### src/rtl/brick_field_renderer.sv
// Brick-wall renderer for a 640x480 breakout field: draws alive bricks on the
// delayed pixel stream and serves brick-hit requests through a small FSM.
module brick_field_renderer #(
  parameter int          NCOLS        = 10,
  parameter int          NROWS        = 5,
  parameter int          BRICK_W_LOG2 = 6,
  parameter int          BRICK_H_LOG2 = 4,
  parameter int          FIELD_TOP    = 32,
  parameter int          MORTAR       = 2,
  parameter logic [7:0]  BG_COLOR     = 8'h00
) (
  input  logic        pixel_clk,
  input  logic        rst,
  input  logic [10:0] hcounter,
  input  logic [10:0] vcounter,
  input  logic        blank,
  input  logic        HS,
  input  logic        VS,
  output logic [7:0]  rgb,
  output logic        HS_out,
  output logic        VS_out,
  output logic        blank_out,
  input  logic        hit_valid,
  output logic        hit_ready,
  input  logic [3:0]  hit_col,
  input  logic [2:0]  hit_row,
  output logic        hit_done,
  output logic        hit_alive,
  input  logic        load_level,
  output logic [5:0]  bricks_left,
  output logic        all_clear
);

  localparam int NB = NCOLS * NROWS;
  localparam logic [5:0]  NB_COUNT = 6'(NB);
  localparam logic [10:0] TOP_LINE = 11'(FIELD_TOP);
  localparam logic [10:0] FIELD_H  = 11'(NROWS << BRICK_H_LOG2);
  localparam logic [10:0] FIELD_W  = 11'(NCOLS << BRICK_W_LOG2);
  localparam logic [BRICK_W_LOG2-1:0] MORTAR_X = BRICK_W_LOG2'((1 << BRICK_W_LOG2) - MORTAR);
  localparam logic [BRICK_H_LOG2-1:0] MORTAR_Y = BRICK_H_LOG2'((1 << BRICK_H_LOG2) - MORTAR);

  typedef enum logic [1:0] {
    S_IDLE  = 2'd0,
    S_CHECK = 2'd1,
    S_DONE  = 2'd2
  } state_t;

  state_t r_state;
  state_t w_state_next;

  logic [10:0]   r_hc_d;
  logic [10:0]   r_vc_d;
  logic [7:0]    r_rgb;
  logic          r_hs;
  logic          r_vs;
  logic          r_blank;
  logic [NB-1:0] r_alive;
  logic [5:0]    r_bricks_left;
  logic          r_hit_alive;
  logic [3:0]    r_hit_col;
  logic [2:0]    r_hit_row;

  logic [10:0]   w_y;
  logic          w_in_field;
  logic          w_mortar;
  logic [3:0]    w_col;
  logic [2:0]    w_row;
  logic [6:0]    w_pix_idx;
  logic [127:0]  w_alive_pad;
  logic          w_pix_alive;
  logic [7:0]    w_row_color;
  logic [7:0]    w_rgb_next;
  logic [6:0]    w_hit_idx;
  logic          w_hit_in_range;
  logic [NB-1:0] w_hit_mask;
  logic          w_hit_target_alive;

  // Stage 1: delay counters so they line up with blank/HS/VS of the same pixel.
  always_ff @(posedge pixel_clk or posedge rst) begin
    if (rst) begin
      r_hc_d <= '0;
      r_vc_d <= '0;
    end else begin
      r_hc_d <= hcounter;
      r_vc_d <= vcounter;
    end
  end

  assign w_y        = r_vc_d - TOP_LINE;
  assign w_in_field = (r_vc_d >= TOP_LINE) && (w_y < FIELD_H) && (r_hc_d < FIELD_W);
  assign w_mortar   = (r_hc_d[BRICK_W_LOG2-1:0] >= MORTAR_X) ||
                      (w_y[BRICK_H_LOG2-1:0] >= MORTAR_Y);
  assign w_col      = 4'(r_hc_d >> BRICK_W_LOG2);
  assign w_row      = 3'(w_y >> BRICK_H_LOG2);
  assign w_pix_idx  = 7'(int'(w_row) * NCOLS + int'(w_col));

  // Padding keeps the lookup in range for coordinates outside the field.
  assign w_alive_pad = 128'(r_alive);
  assign w_pix_alive = w_alive_pad[w_pix_idx];

  always_comb begin
    w_row_color = 8'hFF;
    case (w_row)
      3'd0:    w_row_color = 8'hE0;
      3'd1:    w_row_color = 8'hF0;
      3'd2:    w_row_color = 8'hFC;
      3'd3:    w_row_color = 8'h1C;
      3'd4:    w_row_color = 8'h03;
      default: w_row_color = 8'hFF;
    endcase
  end

  always_comb begin
    w_rgb_next = BG_COLOR;
    if (blank) begin
      w_rgb_next = 8'h00;
    end else if (w_in_field && !w_mortar && w_pix_alive) begin
      w_rgb_next = w_row_color;
    end
  end

  // Stage 2: colour and syncs leave together.
  always_ff @(posedge pixel_clk or posedge rst) begin
    if (rst) begin
      r_rgb   <= 8'h00;
      r_hs    <= 1'b1;
      r_vs    <= 1'b1;
      r_blank <= 1'b1;
    end else begin
      r_rgb   <= w_rgb_next;
      r_hs    <= HS;
      r_vs    <= VS;
      r_blank <= blank;
    end
  end

  assign rgb       = r_rgb;
  assign HS_out    = r_hs;
  assign VS_out    = r_vs;
  assign blank_out = r_blank;

  assign w_hit_in_range = (int'(r_hit_col) < NCOLS) && (int'(r_hit_row) < NROWS);
  assign w_hit_idx      = 7'(int'(r_hit_row) * NCOLS + int'(r_hit_col));

  generate
    for (genvar gi = 0; gi < NB; gi++) begin : g_hit_mask
      assign w_hit_mask[gi] = w_hit_in_range && (w_hit_idx == 7'(gi));
    end
  endgenerate

  assign w_hit_target_alive = |(r_alive & w_hit_mask);

  always_ff @(posedge pixel_clk or posedge rst) begin
    if (rst) begin
      r_state <= S_IDLE;
    end else begin
      r_state <= w_state_next;
    end
  end

  always_comb begin
    w_state_next = r_state;
    hit_ready    = 1'b0;
    hit_done     = 1'b0;
    case (r_state)
      S_IDLE: begin
        hit_ready = 1'b1;
        if (hit_valid) begin
          w_state_next = S_CHECK;
        end
      end
      S_CHECK: begin
        w_state_next = S_DONE;
      end
      S_DONE: begin
        hit_done     = 1'b1;
        w_state_next = S_IDLE;
      end
      default: begin
        w_state_next = S_IDLE;
      end
    endcase
  end

  always_ff @(posedge pixel_clk or posedge rst) begin
    if (rst) begin
      r_hit_col <= '0;
      r_hit_row <= '0;
    end else if (r_state == S_IDLE && hit_valid) begin
      r_hit_col <= hit_col;
      r_hit_row <= hit_row;
    end
  end

  // A reload wins over a pending clear; the requester still sees DONE.
  always_ff @(posedge pixel_clk or posedge rst) begin
    if (rst) begin
      r_alive       <= '1;
      r_bricks_left <= NB_COUNT;
      r_hit_alive   <= 1'b0;
    end else if (load_level) begin
      r_alive       <= '1;
      r_bricks_left <= NB_COUNT;
      if (r_state == S_CHECK) begin
        r_hit_alive <= 1'b0;
      end
    end else if (r_state == S_CHECK) begin
      if (w_hit_target_alive) begin
        r_alive       <= r_alive & ~w_hit_mask;
        r_bricks_left <= r_bricks_left - 6'd1;
        r_hit_alive   <= 1'b1;
      end else begin
        r_hit_alive   <= 1'b0;
      end
    end
  end

  assign hit_alive   = r_hit_alive;
  assign bricks_left = r_bricks_left;
  assign all_clear   = (r_bricks_left == 6'd0);

endmodule

### config.mk
export PLATFORM = sky130hd
export DESIGN_NAME = brick_field_renderer
export DESIGN_NICKNAME = d
export VERILOG_FILES = /design/src/rtl/brick_field_renderer.sv
export SDC_FILE = /design/constraint.sdc
export NUM_CORES = 1
export LEC_CHECK = 0
export BUFFER_PORTS_ARGS = -buffer_cell sky130_fd_sc_hd__clkbuf_2
export CORE_ASPECT_RATIO = 1.25
export CORE_MARGIN = 2
export CORE_UTILIZATION = 55
export DETAILED_ROUTE_END_ITERATION = 6
export PLACE_DENSITY = 0.79
export SYNTH_ARGS = -nofsm -noshare
export SYNTH_HDL_FRONTEND = slang
export SYNTH_SLANG_ARGS = --single-unit
### constraint.sdc
create_clock -name pixel_clk -period 9.7 [get_ports pixel_clk]
set_input_delay 1.94 -clock pixel_clk [delete_from_list [all_inputs] [get_ports pixel_clk]]
set_output_delay 1.94 -clock pixel_clk [all_outputs]
set_load 0.05 [all_outputs]
==> results summary, run 1 <==
The sink of the worst hold path is r_alive[22]. The gate count after technology mapping came out at 478. Of the total power, registers draw 0.299. STA classifies the critical path endpoint as a flip-flop.

The synthesized design contains 0 enable-type register cells. Final hold analysis gives a worst-case slack of 0.495 ns. The net switching power of the design is 619 uW.

The detailed-route via count is 4,096. The effective utilization at floorplan came out at 0.569. Across all register-to-register paths, the minimum setup slack is 5.52 ns. The number of design-rule violations left by the first detailed-router iteration is 448. For the worst setup path, the data required time is 9.94 ns.

The synthesized area divided by synthesized cell count is 10.9 sq um. Setup repair after global routing left no endpoint under its margin. At the later pin of the worst-skew pair, clock insertion delay measures 0.35 ns. The wire-length estimate of the detail-placed layout is 8.60 mm. The overall fraction of global-route tracks in use came out at 0.253. The core area came out at 9170 sq um. The clock net in this run drives a total of 93 sinks. The cell area after synthesis is 5220 sq um. The post-CTS setup repair buffer count came out at 0.

The maximum level of the CTS H-tree came out at 3. The leakage power summed over all cells is 2.37 nW. The TritonCTS clock tree is built. The post-route clock skew came out at 0.00913 ns. The number of global-route vias before repair is 4,163. The library cells used most frequently in the layout, excluding fill and tap cells, are sky130_fd_sc_hd__nor2_1, sky130_fd_sc_hd__dfstp_2, sky130_fd_sc_hd__clkbuf_2. VDD sags by at most 0.000241 V. The distinct cell type count of the synthesized netlist is 66. The total power is 1.46 mW. The die height is 113 microns. The source of the worst register-to-register timing path is r_hit_row[0]. The type of the setup path with the least slack is reg2reg. At the pin with the least slew margin, the transition time is 1.10 ns. The per-cell routed wire length is 19.0 microns. Counting cells, the worst reg-to-reg path comes to 10.

Once detail routing completed, the nets flagged for antenna violations numbered 0. The largest net degree at the start of global routing is 68. The number of search-and-repair iterations in the first detailed-routing pass came out at 6.

The sequential area share after synthesis came out at 0.459. In this run the most critical hold path is launched from r_alive[22]. Clock-pin slew was measured on the worst setup and hold paths at 0.07 ns. The top-level I/O count came out at 57. The peak clock frequency supported by timing is 0.239 GHz.

The number of buffers inserted by port buffering is 54. Internal power comes to 846 uW. In this run the core area contains 39 standard-cell rows. The run finished with clean final reports.

The die covers 10,300 sq um. The wire length of the first global-routing pass came out at 20.6 mm. Of all flip-flops after synthesis, the portion carrying an async set or reset was 1.00. The area growth from synthesis to layout is 11.0%. For this block, the routed nets add up to 12.2 mm of wire. The net count of the finished layout is 571. Of all nets on the critical path, the largest fanout is 52. The worst endpoint data arrival time is 4.41 ns. The total of max-cap violations is 0.

The aggregate negative setup slack is 0 ns. In this run, post-CTS hold repair placed 0 buffers. The global-route congestion overflow total is 0.

Measured against its own limit, the worst slew margin works out to 0.264. During synthesis, Yosys emitted a total of 0 warnings. The min-delay analysis places its worst path in the category reg2reg. For this design the ratio of total power to cell area is 253 nW/um^2. Among all flip-flop cells after synthesis, the most frequent one is sky130_fd_sc_hd__dfstp_2.

The post-synthesis sequential element count came out at 93. The time the worst path needs with I/O delays and setup is 4.18 ns. The root buffer cell chosen for the clock tree is sky130_fd_sc_hd__clkbuf_16. The number of setup violations in the final report is 0. The final max-slew violation count is 0. The kind of start point of the critical path is a flip-flop. The count of antenna diodes in the layout is 0.

Of the total power, the share spent switching nets is 0.422. Of the total power, the clock network draws 0.242. The worst hold path passes through 2 cells. The longest clock path from root to sink contains 2 buffers.

The number of instances resized during post-cts repair came out at 0. The number of failing hold endpoints at the final stage came to 0. The final estimated routing congestion in global placement came out at 0.940.

The library cell used most frequently in the layout, excluding fill and tap cells, is sky130_fd_sc_hd__nor2_1. The total CTS buffers came out at 9. The worst register-to-register path ends at bricks_left[0]. In this run the horizontal extent of the chip is 91.1 microns.

The number of antenna violations at the first check in global routing is 0. After detailed routing, the number of remaining DRC violations is 0. Using the TritonRoute via totals, the vias-per-cell ratio works out to 6.36. The post-synth net total is 533. The share of cells above drive strength 1 is 0.334. The combinational fraction of design power came out at 0.459. The final clock period utilization by the worst path came out at 0.431.
synth_stat cells, drive strengths merged (2+ instances only):
cell	count	area [sq um]
a2111oi	3	51.3
o311ai	2	42.6
mux2	11	124
o2111ai	2	17.5
a311oi	2	41.3
xnor2	3	26.3
nand3b	2	15.0
or2	2	12.5
nand4	9	62.6
nand3	15	75.1
o31a	2	17.5
a32oi	2	17.5
mux2i	15	150
clkbuf	13	48.8
nor2	78	293
nand2b	5	31.3
nor4	2	12.5
a21o	3	22.5
nor3	9	50.1
dfrtp	37	926
nand2	10	37.5
nor3b	3	22.5
ha	17	213
inv	19	71.3
and3	5	31.3
and2	4	25.0
o22ai	2	12.5
dfstp	56	1470
mux4	17	383
o211a	2	20.0
fa	2	40.0
a31oi	50	313
xor2	3	33.8
o21ai	8	40.0
nor2b	9	56.3
buf	20	153
a21oi	17	96.4
area by class of cell:
type / instances / area [sq um]
timing repair buffer: 60 / 315
clock buffer: 11 / 243
multi-input combinational: 333 / 2550
tap: 123 / 154
inverter: 19 / 72.6
sequential: 93 / 2400
fill: 751 / 3380
clock inverter: 5 / 60.1
worst max-delay path: stages (launching register included):
cell and delay [ns]:
sky130_fd_sc_hd__dfrtp_1 0.41, sky130_fd_sc_hd__ha_1 0.23, sky130_fd_sc_hd__fa_1 0.49, sky130_fd_sc_hd__xor2_2 0.91, sky130_fd_sc_hd__mux4_2 0.44, sky130_fd_sc_hd__nand2_1 0.10, sky130_fd_sc_hd__nand4_2 0.16, sky130_fd_sc_hd__a311oi_4 0.51
sky130_fd_sc_hd__a21oi_4 0.10, sky130_fd_sc_hd__buf_4 0.32, sky130_fd_sc_hd__mux2_1 0.37
routing by layer:
layer | routed length (microns) | GRT usage | share of wire | vias up
met1 | 4600 | 0.303 | 0.38 | 2002
met4 | 413 | 0.122 | 0.034 | 0
li1 | - | - | - | 1834
met2 | 6400 | 0.439 | 0.52 | 213
met3 | 834 | 0.0493 | 0.068 | 47
met5 | 0 | 0 | 0 | -
state kept, by name, indices dropped and copies added, names as in the netlist:
register,count
HS_out,1
hit_alive,1
r_alive,50
r_state,2
r_hit_col,4
VS_out,1
r_vc_d,10
r_hit_row,3
rgb,4
r_hc_d,10
bricks_left,6
blank_out,1
logic make-up (layout without fill, tap and decap cells):
| logic type | Yosys count | after routing | synth area share |
|---|---|---|---|
| mux | 43 | 43 | 0.126 |
| xor+xnor | 6 | 6 | 0.0115 |
| flops | 93 | 93 | 0.459 |
| fa+ha+maj | 19 | 19 | 0.0484 |
| simple gates | 160 | 160 | 0.151 |
| buf+inv | 52 | 95 | 0.0523 |
| compound gates | 105 | 105 | 0.151 |
through the flow:
step           cells   util  area, sq um  setup slack, ns
2_1_floorplan    478      -         5220             5.43
3_3_place_gp     628  0.598         5490             5.64
3_5_place_dp     628  0.598         5490             5.57
4_1_cts          644  0.631         5790             5.56
5_1_grt          644  0.631         5790             5.36
6_report         644  0.631         5790             5.52
power by group through the flow:
stage | logic [mW] | registers, mW | clock network [mW]
floorplan | 0.527 | 0.453 | 0
global placement | 0.645 | 0.442 | 0
detailed placement | 0.656 | 0.443 | 0
CTS | 0.658 | 0.437 | 0.361
global route | 0.717 | 0.441 | 0.377
finish | 0.673 | 0.437 | 0.354
worst max-delay path by stage:
| stage | startpoint | endpoint | slack (ns) |
|---|---|---|---|
| floorplan | rst | bricks_left[0] | 5.43 |
| global placement | r_hit_row[0] | bricks_left[0] | 5.64 |
| detailed placement | r_hit_row[0] | bricks_left[0] | 5.57 |
| CTS | r_hit_row[0] | bricks_left[0] | 5.56 |
| global route | r_hit_row[0] | bricks_left[0] | 5.36 |
| finish | r_hit_row[0] | bricks_left[0] | 5.52 |
(Power assumes the default switching activity.)
==> inputs of run 2 (changes only) <==
--- a/config.mk
+++ b/config.mk
@@ -5,12 +5,13 @@
 export SDC_FILE = /design/constraint.sdc
 export NUM_CORES = 1
 export LEC_CHECK = 0
+export ABC_AREA = 1
 export BUFFER_PORTS_ARGS = -buffer_cell sky130_fd_sc_hd__clkbuf_2
 export CORE_ASPECT_RATIO = 1.25
 export CORE_MARGIN = 2
-export CORE_UTILIZATION = 55
+export CORE_UTILIZATION = 54
 export DETAILED_ROUTE_END_ITERATION = 6
-export PLACE_DENSITY = 0.79
+export PLACE_DENSITY = 0.81
 export SYNTH_ARGS = -nofsm -noshare
 export SYNTH_HDL_FRONTEND = slang
 export SYNTH_SLANG_ARGS = --single-unit
==> constraint.sdc (replaced) <==
create_clock -name pixel_clk -period 3.8 [get_ports pixel_clk]
set_input_delay 0.76 -clock pixel_clk [delete_from_list [all_inputs] [get_ports pixel_clk]]
set_output_delay 0.76 -clock pixel_clk [all_outputs]
set_load 0.05 [all_outputs]
==> run 2 against run 1 <==
First-iteration DRC count rose by 18%. Design area rose by 7.6%. Routed wire length rose by 17%. Flip-flop and latch count did not move. Power rose to 2.9 times the previous value.
==> results summary, run 2 <==
The run finished with clean final reports. More flip-flops sit in one register than any other, and that register is r_alive. The relative max-transition margin came out at 0.436. Counting flops and latches in the post-synthesis netlist gives 93.

The total CTS buffers came out at 9. Of the synthesized area, sequential elements account for 0.432. The gate count after technology mapping came out at 754. For this run the aggregate overflow at the end of global routing stands at 0. After detailed routing, the number of vias per cell comes to 5.65.

The time the worst path needs with I/O delays and setup came out at 3.41 ns. The library cell used most frequently in the layout, excluding fill and tap cells, is sky130_fd_sc_hd__nand2_1. Among the stages of the critical path, the cell type that occurs most often is sky130_fd_sc_hd__nand3_1. The number of failing hold endpoints at the final stage came out at 0. The share of Yosys cell area claimed by the top area cell type came out at 0.265. The H-tree was split into 3 levels. The per-cell routed wire length came out at 15.3 microns. Setup repair after global routing left no endpoint under its margin.

The total of max-cap violations is 0. TritonCTS built the clock tree. VDD sags by at most 0.000495 V. The post-route antenna net violation count is 0. The maximum net fanout on the critical path came out at 21. The congestion estimate from routability-driven global placement came to 0.930. Dividing the final minimum period by the clock period gives 0.897. The area growth from synthesis to final layout is 12.2%.

The core area came out at 10,100 sq um. The final max-slew violation count is 0. The synthesized area divided by synthesized cell count came out at 7.37 sq um. The largest net degree at the start of global routing came out at 52.

STA classifies the critical path startpoint as a flip-flop. The effective utilization at floorplan is 0.553. The cell area after synthesis came out at 5560 sq um. The count of antenna diodes in the layout is 0.

The final layout contains routed wiring with a total length of 14.3 mm. The full die area came out at 11,100 sq um. The distinct cell type count of the synthesized netlist is 38.

In the final layout, the registers with the most flip-flops are r_alive: 50 flops, r_hc_d: 10 flops, r_vc_d: 10 flops. The cell sitting at the root of the clock tree is a sky130_fd_sc_hd__clkbuf_16. The share of synthesized registers carrying an async set or reset came out at 1.00. At the later pin of the worst-skew pair, clock insertion delay measures 0.35 ns. The leakage power summed over all cells came out at 3.13 nW. Clock-pin slew was measured on the worst setup and hold paths at 0.07 ns. The buffers plus inverters on the worst setup path came out at 2. The number of design-rule violations left by the first detailed-router iteration is 529. The largest buffer count on any clock path is 2. The number of setup violations in the final report came out at 0. The number of global-route vias before repair came to 5,116. Among all flip-flop cells after synthesis, the most frequent one is sky130_fd_sc_hd__dfstp_2. The largest individual stage delay along the critical path comes from the cell sky130_fd_sc_hd__dfrtp_1. The top-level I/O count is 57. The detailed-route via count is 5,273. The wire length of the first global-routing pass came out at 23.5 mm. At the worst endpoint, the required time is 4.10 ns. The actual transition at the worst max-transition pin is 0.844 ns.

In the post-synthesis netlist, the cell with the most instances is sky130_fd_sc_hd__nand2_1. For this run, design rule violations remaining after detail routing come to 0. The worst setup path is captured at a flip-flop. The commonest cells after synthesis are sky130_fd_sc_hd__nand2_1, sky130_fd_sc_hd__nor2_1, sky130_fd_sc_hd__nand3_1.

The aggregate negative setup slack is 0 ns. The setup path with the least slack is of type reg2reg. The share of cells above drive strength 1 came out at 0.196. The signal on the critical path passes through ha_1, ha_1, nand3_1, nand3_1, nand3_1, nand2_2, buf_4, nand4_1, nand3_1, nor2_1, nand3_1, nor2_2, nand2_4, buf_4, nand3_1, nand2_1, nand2_1. The number of rows in the core area came out at 41.

The detailed placer's ending HPWL is 10.2 mm. For this run, the slowest stage of the critical path takes 0.43 ns. The ratio of total power to cell area came out at 684 nW/um^2. The first detailed-routing pass ran for 6 iterations.

In the layout the commonest cells are sky130_fd_sc_hd__nand2_1, sky130_fd_sc_hd__nor2_1, sky130_fd_sc_hd__nand3_1. The number of antenna violations at the first check in global routing came to 0. The worst endpoint data arrival time came out at 3.71 ns. The total of warnings raised by yosys is 0.

The number of buffers inserted by port buffering is 54. The largest area contributor in the netlist is sky130_fd_sc_hd__dfstp_2. By area the synthesized netlist is led by sky130_fd_sc_hd__dfstp_2, sky130_fd_sc_hd__dfrtp_1, sky130_fd_sc_hd__nand2_1. The peak clock frequency supported by timing came out at 0.293 GHz. The post-route clock skew is 0.0126 ns. The tightest min-delay check is of the reg2reg type. The register with the most flip-flops in the layout has 50 of them. The number of clock sinks came out at 93. The width of the chip came out at 94.7 microns.

The post-synth net total is 809. Yosys mapped a number of flops with a built-in enable equal to 0. The die height came out at 117 microns.

The number of nets in the finished design is 855. The final-layout worst hold slack came out at 0.469 ns. In this design, the largest share of critical-path delay is due to simple AND/OR/NAND/NOR gates. The overall fraction of global-route tracks in use came out at 0.269.
[run 2: what timing repair did]
action,in CTS,in global routing
hold buffers,0,0
endpoints found under the setup margin,0,13
buffers inserted,0,0
resized for setup,0,2
[run 2: per-stage QoR]
stage / setup slack (ns) / instance area (sq um) / cells / util / total power [mW]
after floorplan: 0.712 / 5560 / 754 / - / 2.88
after global placement: 0.470 / 5920 / 918 / 0.589 / 3.24
after detailed placement: 0.342 / 5920 / 918 / 0.589 / 3.30
after CTS: 0.320 / 6220 / 934 / 0.619 / 4.24
after global routing: 0.137 / 6230 / 934 / 0.620 / 4.53
final: 0.391 / 6230 / 934 / 0.620 / 4.26
[run 2: layout make-up]
class / count / area (sq um)
fillers: 909 / 3820
flip-flops and latches: 93 / 2400
clock buffers: 10 / 239
inverters: 63 / 238
multi-input cells: 562 / 2720
clock inverters: 6 / 67.6
repair buffers: 71 / 410
well taps: 129 / 161
[run 2: report_power, final]
group,internal [mW],leakage (nW),total [mW],switching (mW)
combinational,0.618,1.94,2.16,1.55
sequential,1.09,1.04,1.17,0.0799
clock,0.532,0.145,0.932,0.400
total,2.24,3.13,4.26,2.02
[run 2: kinds of logic (layout without fill, tap and decap cells)]
group / Yosys count / in the layout / share of synthesized area
buffers and inverters: 99 / 150 / 0.0818
adder cells (fa/ha/maj): 19 / 19 / 0.0455
AND/OR/NAND/NOR: 483 / 483 / 0.373
flip-flops: 93 / 93 / 0.432
AO/OA/AOI/OAI: 54 / 54 / 0.0583
XOR/XNOR: 6 / 6 / 0.00946
[run 2: worst reg2reg max path: stages, from the launching register on]
cell,delay [ns]
sky130_fd_sc_hd__dfrtp_1,0.43
sky130_fd_sc_hd__ha_1,0.35
sky130_fd_sc_hd__ha_1,0.34
sky130_fd_sc_hd__nand3_1,0.15
sky130_fd_sc_hd__nand3_1,0.14
sky130_fd_sc_hd__nand3_1,0.11
sky130_fd_sc_hd__nand2_2,0.17
sky130_fd_sc_hd__buf_4,0.27
sky130_fd_sc_hd__nand4_1,0.12
sky130_fd_sc_hd__nand3_1,0.08
sky130_fd_sc_hd__nor2_1,0.23
sky130_fd_sc_hd__nand3_1,0.12
sky130_fd_sc_hd__nor2_2,0.19
sky130_fd_sc_hd__nand2_4,0.19
sky130_fd_sc_hd__buf_4,0.25
sky130_fd_sc_hd__nand3_1,0.10
sky130_fd_sc_hd__nand2_1,0.06
sky130_fd_sc_hd__nand2_1,0.05
[run 2: metal layers]
metal	global-route usage	share of wire	wire (microns)	up-vias
met3	0.0514	0.065	929	46
met2	0.458	0.50	7180	223
met4	0.144	0.044	630	0
met1	0.314	0.39	5590	2459
li1	-	-	-	2545
met5	0	0	0	-
[run 2: worst paths after layout]
| check | startpoint | to | slack [ns] | depth (start not counted) |
|---|---|---|---|---|
| max in group asynchronous | rst | r_alive[26] | 2.41 | 3 |
| min in group asynchronous | rst | r_hit_col[1] | 0.54 | 2 |
| worst max-delay path | r_hit_row[0] | r_alive[48] | 0.39 | 17 |
| worst max register to register | r_hit_row[0] | r_alive[48] | 0.39 | 17 |
| worst min register to register | r_alive[38] | r_alive[38] | 0.47 | 2 |
| worst min-delay path | r_alive[38] | r_alive[38] | 0.47 | 2 |
==> inputs of run 3 (changes only) <==
--- a/config.mk
+++ b/config.mk
@@ -9,9 +9,9 @@
 export BUFFER_PORTS_ARGS = -buffer_cell sky130_fd_sc_hd__clkbuf_2
 export CORE_ASPECT_RATIO = 1.25
 export CORE_MARGIN = 2
-export CORE_UTILIZATION = 54
+export CORE_UTILIZATION = 55
 export DETAILED_ROUTE_END_ITERATION = 6
-export PLACE_DENSITY = 0.81
+export PLACE_DENSITY = 0.79
 export SYNTH_ARGS = -nofsm -noshare
 export SYNTH_HDL_FRONTEND = slang
 export SYNTH_SLANG_ARGS = --single-unit
==> constraint.sdc (replaced) <==
create_clock -name pixel_clk -period 3.67 [get_ports pixel_clk]
set_input_delay 0.734 -clock pixel_clk [delete_from_list [all_inputs] [get_ports pixel_clk]]
set_output_delay 0.734 -clock pixel_clk [all_outputs]
set_load 0.05 [all_outputs]
==> run 3 against run 2 <==
Core utilization is 0.68 points higher. Combinational power rose by 2%. Critical path type unchanged. Design area about the same. Maximum frequency rose by 1.5%. Global-route usage increased by 1.2 points. Via count increased by 0.32%. Worst setup slack lost 0.078 ns.
==> results summary, run 3 (synthesis gave the netlist of run 2 again) <==
In the detailed route, the total length drawn on met2 is 7.22 mm. The buffer type at the clock tree root is sky130_fd_sc_hd__clkbuf_16. The post-route antenna net violation count is 0. The number of flip-flops under the largest register name came out at 50. Using the TritonRoute via totals, the vias-per-cell ratio works out to 5.66.

For the final database, setup skew stands at 0.0111 ns. The total CTS buffers is 9. In the final layout, the registers with the most flip-flops are r_alive: 50 flops, r_hc_d: 10 flops, r_vc_d: 10 flops.

The number of design-rule violations left by the first detailed-router iteration came out at 448. The number of antenna violations at the first check in global routing is 0. The worst endpoint data arrival time came out at 3.63 ns. The endpoint identified for the worst register-to-register timing path is r_alive[40].

After detailed routing, the number of remaining DRC violations is 0. For this block, the routed nets add up to 14.5 mm of wire. The actual transition at the worst max-transition pin is 1.27 ns. The time the worst path needs with I/O delays and setup is 3.36 ns. The maximum net fanout on the critical path came out at 37. The cell repeated most along the worst path is sky130_fd_sc_hd__nand2_1. In this design, the stage delay of the slowest critical-path cell is 0.44 ns. The standard cell with the maximum stage delay on the critical path is sky130_fd_sc_hd__fa_1. The number of non-filler instances in the completed layout is 934. Setup repair after global routing left no endpoint under its margin.

The detailed router placed 5,290 vias in this run. The peak clock frequency supported by timing came out at 0.298 GHz. The width of the chip came out at 93.9 microns. The relative max-transition margin came out at 0.148. The total power is 4.38 mW. In this run the register-to-register setup slack is 0.31 ns. The core area came out at 9950 sq um.

The global-route congestion overflow total is 0. The setup path with the least slack is of type reg2reg. The number of global-route vias before repair is 5,086. The final max-slew violation count came out at 0. At the placement stage, the worst setup path has a slack of 0.321 ns. The critical path contains buffers and inverters numbering 4 combined. The top routing layer in use is met4. The wire length on met3 came out at 776 microns. The overall fraction of global-route tracks in use came out at 0.281. For this configuration, the core starts out at a cell density of 0.558.

TritonCTS built the clock tree. The final clock period utilization by the worst path is 0.915. The detailed placer's ending HPWL came out at 10.4 mm. The die is 116 microns tall. The worst setup path is launched from a flip-flop. The count of antenna diodes in the layout came out at 0. The number of search-and-repair iterations in the first detailed-routing pass came out at 5. The worst endpoint required time came out at 3.94 ns. The number of clock sinks is 93. The final layout contains 855 nets. The worst voltage drop across the vdd grid is 0.000613 V. The number of buffers inserted by port buffering came out at 54.

The source of the worst register-to-register timing path is r_hit_row[0]. Row generation in the floorplan step produced 41 rows. The final estimated routing congestion in global placement came out at 0.979. The maximum level of the CTS H-tree came out at 3.

The leakage power summed over all cells is 3.13 nW. The aggregate negative setup slack is 0 ns. The fraction of the core area covered by cells at the end of the flow is 0.627. The total of max-cap violations is 0. The clock latency on the worst-skew pair is 0.35 ns. Grouping stages by cell kind, the critical path spends the most delay in simple AND/OR/NAND/NOR gates. The clock transition at the register clock pins on the worst setup and hold paths after CTS is 0.08 ns. The largest buffer count on any clock path came out at 2. The full die area came out at 10,900 sq um. The most common cell after layout, fill and taps aside is sky130_fd_sc_hd__nand2_1. The per-cell routed wire length came out at 15.5 microns. Buffers inserted to repair hold after CTS numbered 0. The sum of routed wire segments on met1 came out at 5.68 mm. The post-CTS setup repair buffer count came out at 0.

Including well taps, the total number of placed cells is 918. Once routing completed, OpenROAD measured the worst setup slack at 0.313 ns. The worst setup path is captured at a flip-flop. The type of the tightest min-delay check is in2async. The logic depth of the worst register-to-register path is 20. The register containing the most flip-flops in the final layout is r_alive.

The number of failing hold endpoints at the final stage is 0. The wire length of the first global-routing pass is 23.7 mm. The run finished with clean final reports. The signal on the critical path passes through ha_1, fa_1, nand3_1, nand3_1, nand2_1, inv_1, nor2_2, buf_4, nand4_1, nand2_1, inv_1, nand2_1, nor2_1, nand2_1, nor2_2, nand2_4, buf_12, nand3_1, nand2_1, nand2_1. The area growth from synthesis to final layout came out at 12.3%. The top-level I/O count came out at 57.

The share of cells above drive strength 1 is 0.195. The largest net degree at the start of global routing came out at 56. In the layout the commonest cells are sky130_fd_sc_hd__nand2_1, sky130_fd_sc_hd__nor2_1, sky130_fd_sc_hd__nand3_1.

The ratio of total power to cell area is 703 nW/um^2. The number of setup violations in the final report came out at 0.
## run 3: cell types whose count changed in the layout (fill, tap and decap cells not counted)
cell / before / now
sky130_fd_sc_hd__inv_8: 0 / 3
sky130_fd_sc_hd__nand2_2: 5 / 3
sky130_fd_sc_hd__clkbuf_8: 1 / 0
sky130_fd_sc_hd__clkinv_2: 2 / 1
sky130_fd_sc_hd__inv_6: 2 / 1
sky130_fd_sc_hd__nand2_1: 239 / 240
sky130_fd_sc_hd__nand2_4: 1 / 2
sky130_fd_sc_hd__nor2_2: 2 / 3
sky130_fd_sc_hd__nor2_4: 3 / 2
## run 3: worst reg2reg max path: cells and delay by family, from the launching register on
kind,cells,cell delay [ns]
adder cells (fa/ha/maj),2,0.69
flip-flops,1,0.43
buffers and inverters,4,0.60
AND/OR/NAND/NOR,14,1.55
## run 3: worst max path at each step
stage | from | end | slack, ns | depth (start not counted)
global placement | r_hit_row[0] | r_alive[8] | 0.42 | 19
finish | r_hit_row[0] | r_alive[40] | 0.31 | 20
floorplan | rst | bricks_left[0] | 0.61 | 1
global route | r_hit_row[0] | r_alive[4] | 0.03 | 19
detailed placement | r_hit_row[0] | r_alive[4] | 0.32 | 19
CTS | r_hit_row[0] | r_alive[40] | 0.30 | 19
## run 3: layer usage
| layer | track usage | up-vias |
|---|---|---|
| met5 | 0 | - |
| met4 | 0.178 | 0 |
| met3 | 0.0413 | 56 |
| met2 | 0.494 | 204 |
| met1 | 0.321 | 2482 |
| li1 | - | 2548 |
## run 3: layout make-up
type | instances | area, sq um
Tap cell | 129 | 161
Clock buffer | 9 | 225
Clock inverter | 7 | 87.6
Timing Repair Buffer | 71 | 410
Inverter | 63 | 238
Multi-Input combinational cell | 562 | 2720
Sequential cell | 93 | 2400
Fill cell | 896 | 3720
## run 3: metrics by stage
stage	cell area [sq um]	hold WS [ns]
global placement	5920	0.449
CTS	6230	0.318
global route	6240	0.345
finish	6240	0.313
detailed placement	5920	0.461
floorplan	5560	0.442
## run 3: repair_timing
item | 4_1_cts | 5_1_grt
hold endpoints to repair | 0 | 0
endpoints found under the setup margin | 0 | 3
gates resized for setup | 0 | 1
## run 3: power by group
| group | leakage, nW | total [mW] | internal [mW] | switching [mW] |
|---|---|---|---|---|
| Clock | 0.148 | 0.981 | 0.545 | 0.436 |
| Combinational | 1.94 | 2.20 | 0.604 | 1.59 |
| Sequential | 1.04 | 1.21 | 1.13 | 0.0811 |
